==> src/rtl/pristis_sync_pkg.sv <==
// Shared constants and helpers for the Pristis DAC measurement-gate sequencer.
package pristis_sync_pkg;

  localparam int NUM_PAIRS = 4;
  localparam int unsigned ADDR_PERIOD = 'h00;
  localparam int unsigned ADDR_MASK   = 'h04;

  typedef logic [NUM_PAIRS-1:0] pair_vec_t;

  localparam pair_vec_t MASK_RESET = 4'hF;

  function automatic pair_vec_t slot_onehot(input logic [1:0] slot);
    pair_vec_t v;
    v       = '0;
    v[slot] = 1'b1;
    return v;
  endfunction

endpackage

==> src/rtl/pristis_sync_sequencer.sv <==
// Rotates a gate through the four channel pairs, holding each for PERIOD cycles.
module pristis_sync_sequencer
  import pristis_sync_pkg::*;
#(
  parameter int PERIOD_WIDTH = 16
) (
  input  logic                    clk,
  input  logic                    rst_n,
  input  logic                    load,
  input  logic                    load_run,
  input  logic [PERIOD_WIDTH-1:0] period,
  input  pair_vec_t               mask,
  output pair_vec_t               gate
);

  logic                    run;
  logic [1:0]              slot;
  logic [PERIOD_WIDTH-1:0] cnt;
  logic [PERIOD_WIDTH-1:0] cnt_last;

  assign cnt_last = period - PERIOD_WIDTH'(1);

  // A load restarts the rotation from pair 0 with a one-cycle low gap.
  always_ff @(posedge clk or negedge rst_n) begin
    if (!rst_n) begin
      run  <= 1'b0;
      slot <= 2'd0;
      cnt  <= '0;
      gate <= '0;
    end else if (load) begin
      run  <= load_run;
      slot <= 2'd0;
      cnt  <= '0;
      gate <= '0;
    end else if (run) begin
      gate <= slot_onehot(slot) & mask;
      if (cnt == cnt_last) begin
        cnt  <= '0;
        slot <= slot + 2'd1;
      end else begin
        cnt <= cnt + PERIOD_WIDTH'(1);
      end
    end else begin
      gate <= '0;
    end
  end

endmodule

==> src/rtl/pristis_sync_top.sv <==
// Write-port decode and PERIOD/MASK registers for the Pristis measurement-gate sequencer.
module pristis_sync_top
  import pristis_sync_pkg::*;
#(
  parameter int ADDR_WIDTH   = 16,
  parameter int PERIOD_WIDTH = 16
) (
  input  logic                  s_axi_aclk,
  input  logic                  dac_reset_n,
  input  logic [ADDR_WIDTH-1:0] s_axi_awaddr,
  input  logic                  s_axi_awvalid,
  input  logic                  s_axi_wvalid,
  input  logic [31:0]           s_axi_wdata,
  output logic                  meascnt_0_1,
  output logic                  meascnt_2_3,
  output logic                  meascnt_4_5,
  output logic                  meascnt_6_7
);

  localparam logic [ADDR_WIDTH-1:0] PERIOD_ADDR = ADDR_WIDTH'(ADDR_PERIOD);
  localparam logic [ADDR_WIDTH-1:0] MASK_ADDR   = ADDR_WIDTH'(ADDR_MASK);

  logic                    wr_en;
  logic                    hit_period;
  logic                    hit_mask;
  logic                    period_load;
  logic [PERIOD_WIDTH-1:0] new_period;
  logic [PERIOD_WIDTH-1:0] period;
  pair_vec_t               mask;
  pair_vec_t               gate;
  logic                    unused_bits;

  assign wr_en       = s_axi_awvalid & s_axi_wvalid;
  assign hit_period  = wr_en && (s_axi_awaddr[ADDR_WIDTH-1:2] == PERIOD_ADDR[ADDR_WIDTH-1:2]);
  assign hit_mask    = wr_en && (s_axi_awaddr[ADDR_WIDTH-1:2] == MASK_ADDR[ADDR_WIDTH-1:2]);
  assign new_period  = s_axi_wdata[PERIOD_WIDTH-1:0];
  // Rewriting the current value must not restart the rotation.
  assign period_load = hit_period && (new_period != period);
  assign unused_bits = ^{s_axi_wdata[31:PERIOD_WIDTH], s_axi_awaddr[1:0]};

  always_ff @(posedge s_axi_aclk or negedge dac_reset_n) begin
    if (!dac_reset_n) begin
      period <= '0;
      mask   <= MASK_RESET;
    end else begin
      if (period_load) begin
        period <= new_period;
      end
      if (hit_mask) begin
        mask <= s_axi_wdata[NUM_PAIRS-1:0];
      end
    end
  end

  pristis_sync_sequencer #(
    .PERIOD_WIDTH(PERIOD_WIDTH)
  ) u_sequencer (
    .clk      (s_axi_aclk),
    .rst_n    (dac_reset_n),
    .load     (period_load),
    .load_run (new_period != '0),
    .period   (period),
    .mask     (mask),
    .gate     (gate)
  );

  assign meascnt_0_1 = gate[0];
  assign meascnt_2_3 = gate[1];
  assign meascnt_4_5 = gate[2];
  assign meascnt_6_7 = gate[3];

endmodule

==> config.mk <==
export PLATFORM = sky130hd
export DESIGN_NAME = pristis_sync_top
export DESIGN_NICKNAME = d
export VERILOG_FILES = /design/src/rtl/pristis_sync_pkg.sv /design/src/rtl/pristis_sync_sequencer.sv /design/src/rtl/pristis_sync_top.sv
export SDC_FILE = /design/constraint.sdc
export NUM_CORES = 1
export LEC_CHECK = 0
export ABC_AREA = 1
export BUFFER_PORTS_ARGS = -buffer_cell sky130_fd_sc_hd__buf_2
export CORE_MARGIN = 2
export CORE_UTILIZATION = 25
export CTS_CLUSTER_DIAMETER = 40
export CTS_CLUSTER_SIZE = 25
export DETAILED_ROUTE_END_ITERATION = 10
export PLACE_DENSITY = 0.45
export SLEW_MARGIN = 20
export SYNTH_ARGS = -nofsm -noshare
export SYNTH_HDL_FRONTEND = slang
export SYNTH_SLANG_ARGS = --single-unit
==> constraint.sdc <==
create_clock -name s_axi_aclk -period 2.3 [get_ports s_axi_aclk]
set_input_delay 0.23 -clock s_axi_aclk [delete_from_list [all_inputs] [get_ports s_axi_aclk]]
set_output_delay 0.23 -clock s_axi_aclk [all_outputs]
set_load 0.01 [all_outputs]
# Word-level counts from Yosys, hierarchy flattened
# Index checks and enable logic that the tools add are counted.
dict set report word_totals {
  register_bits 43
  input_bits 52
  output_inout_bits 4
}
dict set report classes {
  n_addsub 3
  n_lt_le_gt_ge 2
  n_eq_ne 3
  mux 10
  bitwise 2
  reduce_logical 9
}
# operator count
set ops {}
lappend ops {{2-to-1 mux 16 bit} 3}
lappend ops {{adder 16 x 1 -> 16 bit, second input constant} 1}
lappend ops {{== test 16 bit} 1}
lappend ops {{inequality test 16 bit} 1}
lappend ops {{nonzero test 16 bit} 1}
lappend ops {{subtractor 16 x 1 -> 16 bit, second input constant} 1}
lappend ops {{== test 14 x 1 -> 1 bit, second input constant} 1}
lappend ops {{zero test 14 bit} 1}
lappend ops {{2-to-1 mux 4 bit} 2}
lappend ops {{2-to-1 mux 2 bit} 3}
lappend ops {{AND 4 bit} 1}
lappend ops {{logical AND 1 bit} 4}
lappend ops {{nonzero test 2 bit} 2}
lappend ops {{< comparator 2 x 3 -> 1 bit, second input constant} 1}
lappend ops {{adder 2 x 1 -> 2 bit, second input constant} 1}
lappend ops {{demux 1 bit (select 2 bit)} 1}
lappend ops {{greater-or-equal comparator 2 x 1 -> 1 bit, second input constant} 1}
lappend ops {{AND reduction 2 bit} 1}
lappend ops {{AND 1 bit} 1}
lappend ops {{2-to-1 mux 1 bit} 1}

# Longest topological paths before layout
dict set report depth {
  word_depth 7
  depth_mapped 16
  mapped_depth_nobuf 16
}

# Modules after synthesis
# From an unflattened synthesis, not the netlist that was laid out.
dict set report hier_totals {
  cells_unflattened 489
  hier_area_um2 3236.9
}
# mod instances cells_per_inst area_per_inst_um2 seq_area_each_um2
set modules_own_cells {}
lappend modules_own_cells {pristis_sync_sequencer 1 289 1946.9 575.6}
lappend modules_own_cells {pristis_sync_top 1 200 1290.0 505.5}

# Worst setup path after synthesis
# OpenSTA, ideal clock, no wires.
dict set report synth_path {
  path_kind {register to register}
  startpoint {register period[0]}
  endpoint {register u_sequencer.cnt[10]}
  setup_time_ns 0.120
  arrival_ns 1.858
  required_time_ns 2.180
  setup_slack_ns 0.322
  stages_incl_launch_ff 14
  synth_period_minus_slack_ns 1.978
  cell_sequence {dfrtp_1 inv_1 ha_1 nand2_4 nor2_4 nand2_2 nand2_1 nand2_1 nor2_1 nand2_1 nor2_2 nand3_2 nand2_4 nor2_1}
}
dict set report synth_between {
  elab_chain_cells 5
  word_cells_on_any_way 8
  classes_between {add/sub: 1; eq/ne: 2; mux: 3; reduce/logical: 2}
}
# item line_no
set synth_rtl {}
lappend synth_rtl {{start, declared} pristis_sync_top.sv:28} ;# logic [PERIOD_WIDTH-1:0] period;
lappend synth_rtl {{start signal, assigned} pristis_sync_top.sv:47} ;# period <= new_period;
lappend synth_rtl {{subtractor 16 x 1 -> 16 bit} pristis_sync_sequencer.sv:21} ;# assign cnt_last = period - PERIOD_WIDTH'(1);
lappend synth_rtl {{== test 16 bit} pristis_sync_sequencer.sv:37} ;# if (cnt == cnt_last) begin
lappend synth_rtl {{2-to-1 mux 16 bit} pristis_sync_sequencer.sv:37}
lappend synth_rtl {{2-to-1 mux 16 bit} pristis_sync_sequencer.sv:35} ;# end else if (run) begin
lappend synth_rtl {{2-to-1 mux 16 bit} pristis_sync_sequencer.sv:30} ;# end else if (load) begin
lappend synth_rtl {{end signal, assigned} pristis_sync_sequencer.sv:41} ;# cnt <= cnt + PERIOD_WIDTH'(1);
lappend synth_rtl {{end, declared} pristis_sync_sequencer.sv:18} ;# logic [PERIOD_WIDTH-1:0] cnt;
# Parallel ways exist; a longest one is shown, timed or not. The select of a mux whose other input is x is not followed.
# A chain may end at the register's enable or synchronous reset.

# Worst setup path in the final report
dict set report layout_path {
  startpoint {register period[0]}
  endpoint {register u_sequencer.cnt[2]}
}
# Same word-level chain as after synthesis.

==> impl_metrics.ini <==
[outcome]
status = complete, no violations

[synthesis]
synthesis.nets = 599
synthMuxAreaShare_pct = 0
synth_area_leader_cell = dfrtp_1
synth_compound_area_share_pct = 4.15
ys_types = 26
synth_top_family_by_area = simple AND/OR/NAND/NOR gates
synth-xor-area-share_pct = 4.41
syn_avg_cell_area_um2 = 6.25
synthSimpleGateAreaFrac_pct = 46.1
synthCells = 541
ys_ff_latch = 43
syn-cell-area_um2 = 3380
ys_warn_count = 0
synthAdderAreaFrac_pct = 2.22
synth_area_leaders = dfrtp_1, nand2_1, inv_1
synth_top_area_share_pct = 28.9
synth_seq_area_share_pct = 32.0

[final_layout]
fill_cells = 1514
fin_util_pct = 29.6
fin_cells = 758
postLayoutCellArea_um2 = 3920
fin_nets = 639
syn2layout_area_growth_pct = 16.0
drive_gt1_share_pct = 13.1
diodes = 0

[sta]
slew_headroom_pct = 60.2
slew_viol_final = 0
fin_setup_tns_ps = 0
rsz0062_at_grt = false
worst_pin_slew_ps = 597
skew_ps = 8.42
period_needed_ps = 2100
fmax_mhz = 476
finalSetupViolCount = 0
hold_violations = 0
fin_crit_sh_pct = 91.3

[clock_network]
clock_path_buffers = 2
cts_sinks = 43
clk_latency_ps = 290
htreeDepth = 2
holdBufCountCts = 0
cts_tree = built
root_buffer = clkbuf_16
path_clk_slew_ps = 70
postCtsSetupBuffers = 0
cts_buffers = 5

[global_routing]
antenna_found_initial = 0
grt_max_degree = 44
gr-usage-met1_pct = 18.3
grtUsageTotal_pct = 13.7
overflow = 0
grt-busiest-layer = met2
grt_pass1_wl_um = 15600
grt_use_met3_pct = 2.26
grt_pass1_vias = 3215
grtUsageMet2_pct = 22.9

[floorplanning]
die-area_um2 = 14500
die-height_um = 120
start_util_pct = 25.5
die_w_um = 120
std_cell_rows = 42
top_level_ports = 56
coreArea_um2 = 13200

[power]
p_per_area_nw_per_um2 = 481
power_leakage_nw = 2.16
peakVddDrop_mv = 0.209

[detailed_routing]
vias = 3267
antenna_left = 0
drt_iter0_drc = 127
drt_first_pass_iters = 4
drc = 0
wl_um = 9050
post_drt_wl_per_cell_um = 11.9
via_per_inst = 4.31

[critical_path]
crit_fanout = 8
cpPeakStageDelay_ps = 400
worstSetupPathType = reg -> reg
r2r-end = u_sequencer.cnt[2]$_DFFE_PN0P_
cp_common_cell = nand2_1
cp.required_ps = 2480
slowest_stage = dfrtp_1
end_kind = flop
path_cells = inv_1 -> ha_2 -> nand2_4 -> nor2_4 -> nand2_2 -> nand2_1 -> nand2_1 -> nor2_1 -> nand2_1 -> nor2_2 -> nand3_2 -> nand2_4 -> nor2_1
r2r_cells = 13
crit_arrival_ps = 2280
r2r-start = period[0]$_DFFE_PN0P_
regToRegSetupSlack_ps = 200
start_kind = flop

[place]
dpl.cell_count = 750
dpl_cell_area_um2 = 3760
routabilityCongestion = 0.843
portBuffers = 37
hpwl_um = 7240

[worst_hold_path]
hold_class = in -> async

[flow_run]
maxCapViolCount = 0
cell families (layout without fill, tap and decap cells):
group	count (synthesis)	in the layout
flops	43	43
xor+xnor	17	17
fa+ha+maj	6	6
compound gates	28	28
buf+inv	93	134
simple gates	354	354
worst max-delay path: cells and delay by family (launching register included):
kind / cells / cell delay, ps
adder cells (fa/ha/maj): 1 / 260
AND/OR/NAND/NOR: 11 / 1260
flip-flops: 1 / 400
buffers and inverters: 1 / 80
final cells by class:
| cell class | count | area (um2) | share of cell area, % |
|---|---|---|---|
| Clock buffer | 6 | 139 | 3.54 |
| Multi-Input combinational cell | 405 | 1920 | 49.1 |
| Inverter | 84 | 315 | 8.05 |
| Tap cell | 176 | 220 | 5.62 |
| Clock inverter | 2 | 16.3 | 0.415 |
| Timing Repair Buffer | 42 | 223 | 5.68 |
| Sequential cell | 43 | 1080 | 27.6 |
report_power, final:
part / leakage, nW / total (mW) / internal (mW) / switching [mW]
clock: 0.0731 / 0.752 / 0.434 / 0.317
sequential: 0.563 / 0.851 / 0.788 / 0.0630
combinational: 1.52 / 0.281 / 0.109 / 0.172
total: 2.16 / 1.88 / 1.33 / 0.552
cells in the final DEF, fill, tap and decap left out, types with 5 or more instances in the layout:
| master | count |
|---|---|
| o21ai_0 | 23 |
| nor3_1 | 6 |
| clkbuf_16 | 5 |
| xnor2_1 | 5 |
| buf_4 | 5 |
| xor2_1 | 12 |
| nor2_1 | 65 |
| ha_1 | 5 |
| nor2_4 | 6 |
| dfrtp_1 | 39 |
| a21oi_1 | 5 |
| inv_1 | 82 |
| nand2_1 | 207 |
| nand4_1 | 17 |
| nand2_4 | 5 |
| nor4_1 | 5 |
| nand3_1 | 31 |
| buf_2 | 37 |
timing repair:
item | 4_1_cts | 5_1_grt
setup endpoints to repair | 0 | 10
hold endpoints to repair | 0 | 0
gates resized for setup | 0 | 1
per-layer routing:
| metal | routed length (um) | share of wire [%] |
|---|---|---|
| met5 | 0 | 0 |
| met2 | 4210 | 47 |
| met4 | 84 | 0.93 |
| met1 | 4500 | 50 |
| met3 | 253 | 2.8 |
metrics by stage:
| step | hold WS [ps] | power (mW) | setup WS, ps |
|---|---|---|---|
| finish | 22.7 | 1.88 | 199 |
| floorplan | -65.6 | 1.04 | 322 |
| CTS | 57.6 | 1.93 | 123 |
| global placement | 379 | 1.15 | 162 |
| global route | 86.8 | 2.03 | 9.13 |
| detailed placement | 383 | 1.15 | 130 |
flip-flops by register name, summed over array words and instances (netlist names):
name,flops
mask,4
period,16
u_sequencer.cnt,16
u_sequencer.gate,4
u_sequencer.run,1
u_sequencer.slot,2
cell usage after synthesis, drive strengths merged:
cell type	number
a21oi	5
buf	7
clkbuf	2
dfrtp	39
dfstp	4
ha	6
inv	84
nand2	214
nand3	32
nand3b	4
nand4	18
nor2	74
nor3	6
nor4	5
o21ai	23
or2	1
xnor2	5
xor2	12
worst max-delay path by stage:
stage	from	endpoint	slack (ps)	cells after the start
after CTS	period[0]$_DFFE_PN0P_	u_sequencer.cnt[10]$_DFFE_PN0P_	120	13
after floorplan	period[0]$_DFFE_PN0P_	u_sequencer.cnt[10]$_DFFE_PN0P_	320	13
after detailed placement	period[0]$_DFFE_PN0P_	u_sequencer.cnt[10]$_DFFE_PN0P_	130	13
after global placement	period[0]$_DFFE_PN0P_	u_sequencer.cnt[10]$_DFFE_PN0P_	160	13
final	period[0]$_DFFE_PN0P_	u_sequencer.cnt[2]$_DFFE_PN0P_	200	13
after global routing	period[3]$_DFFE_PN0P_	u_sequencer.cnt[10]$_DFFE_PN0P_	9	12
Power figures use the tool's default switching activity.
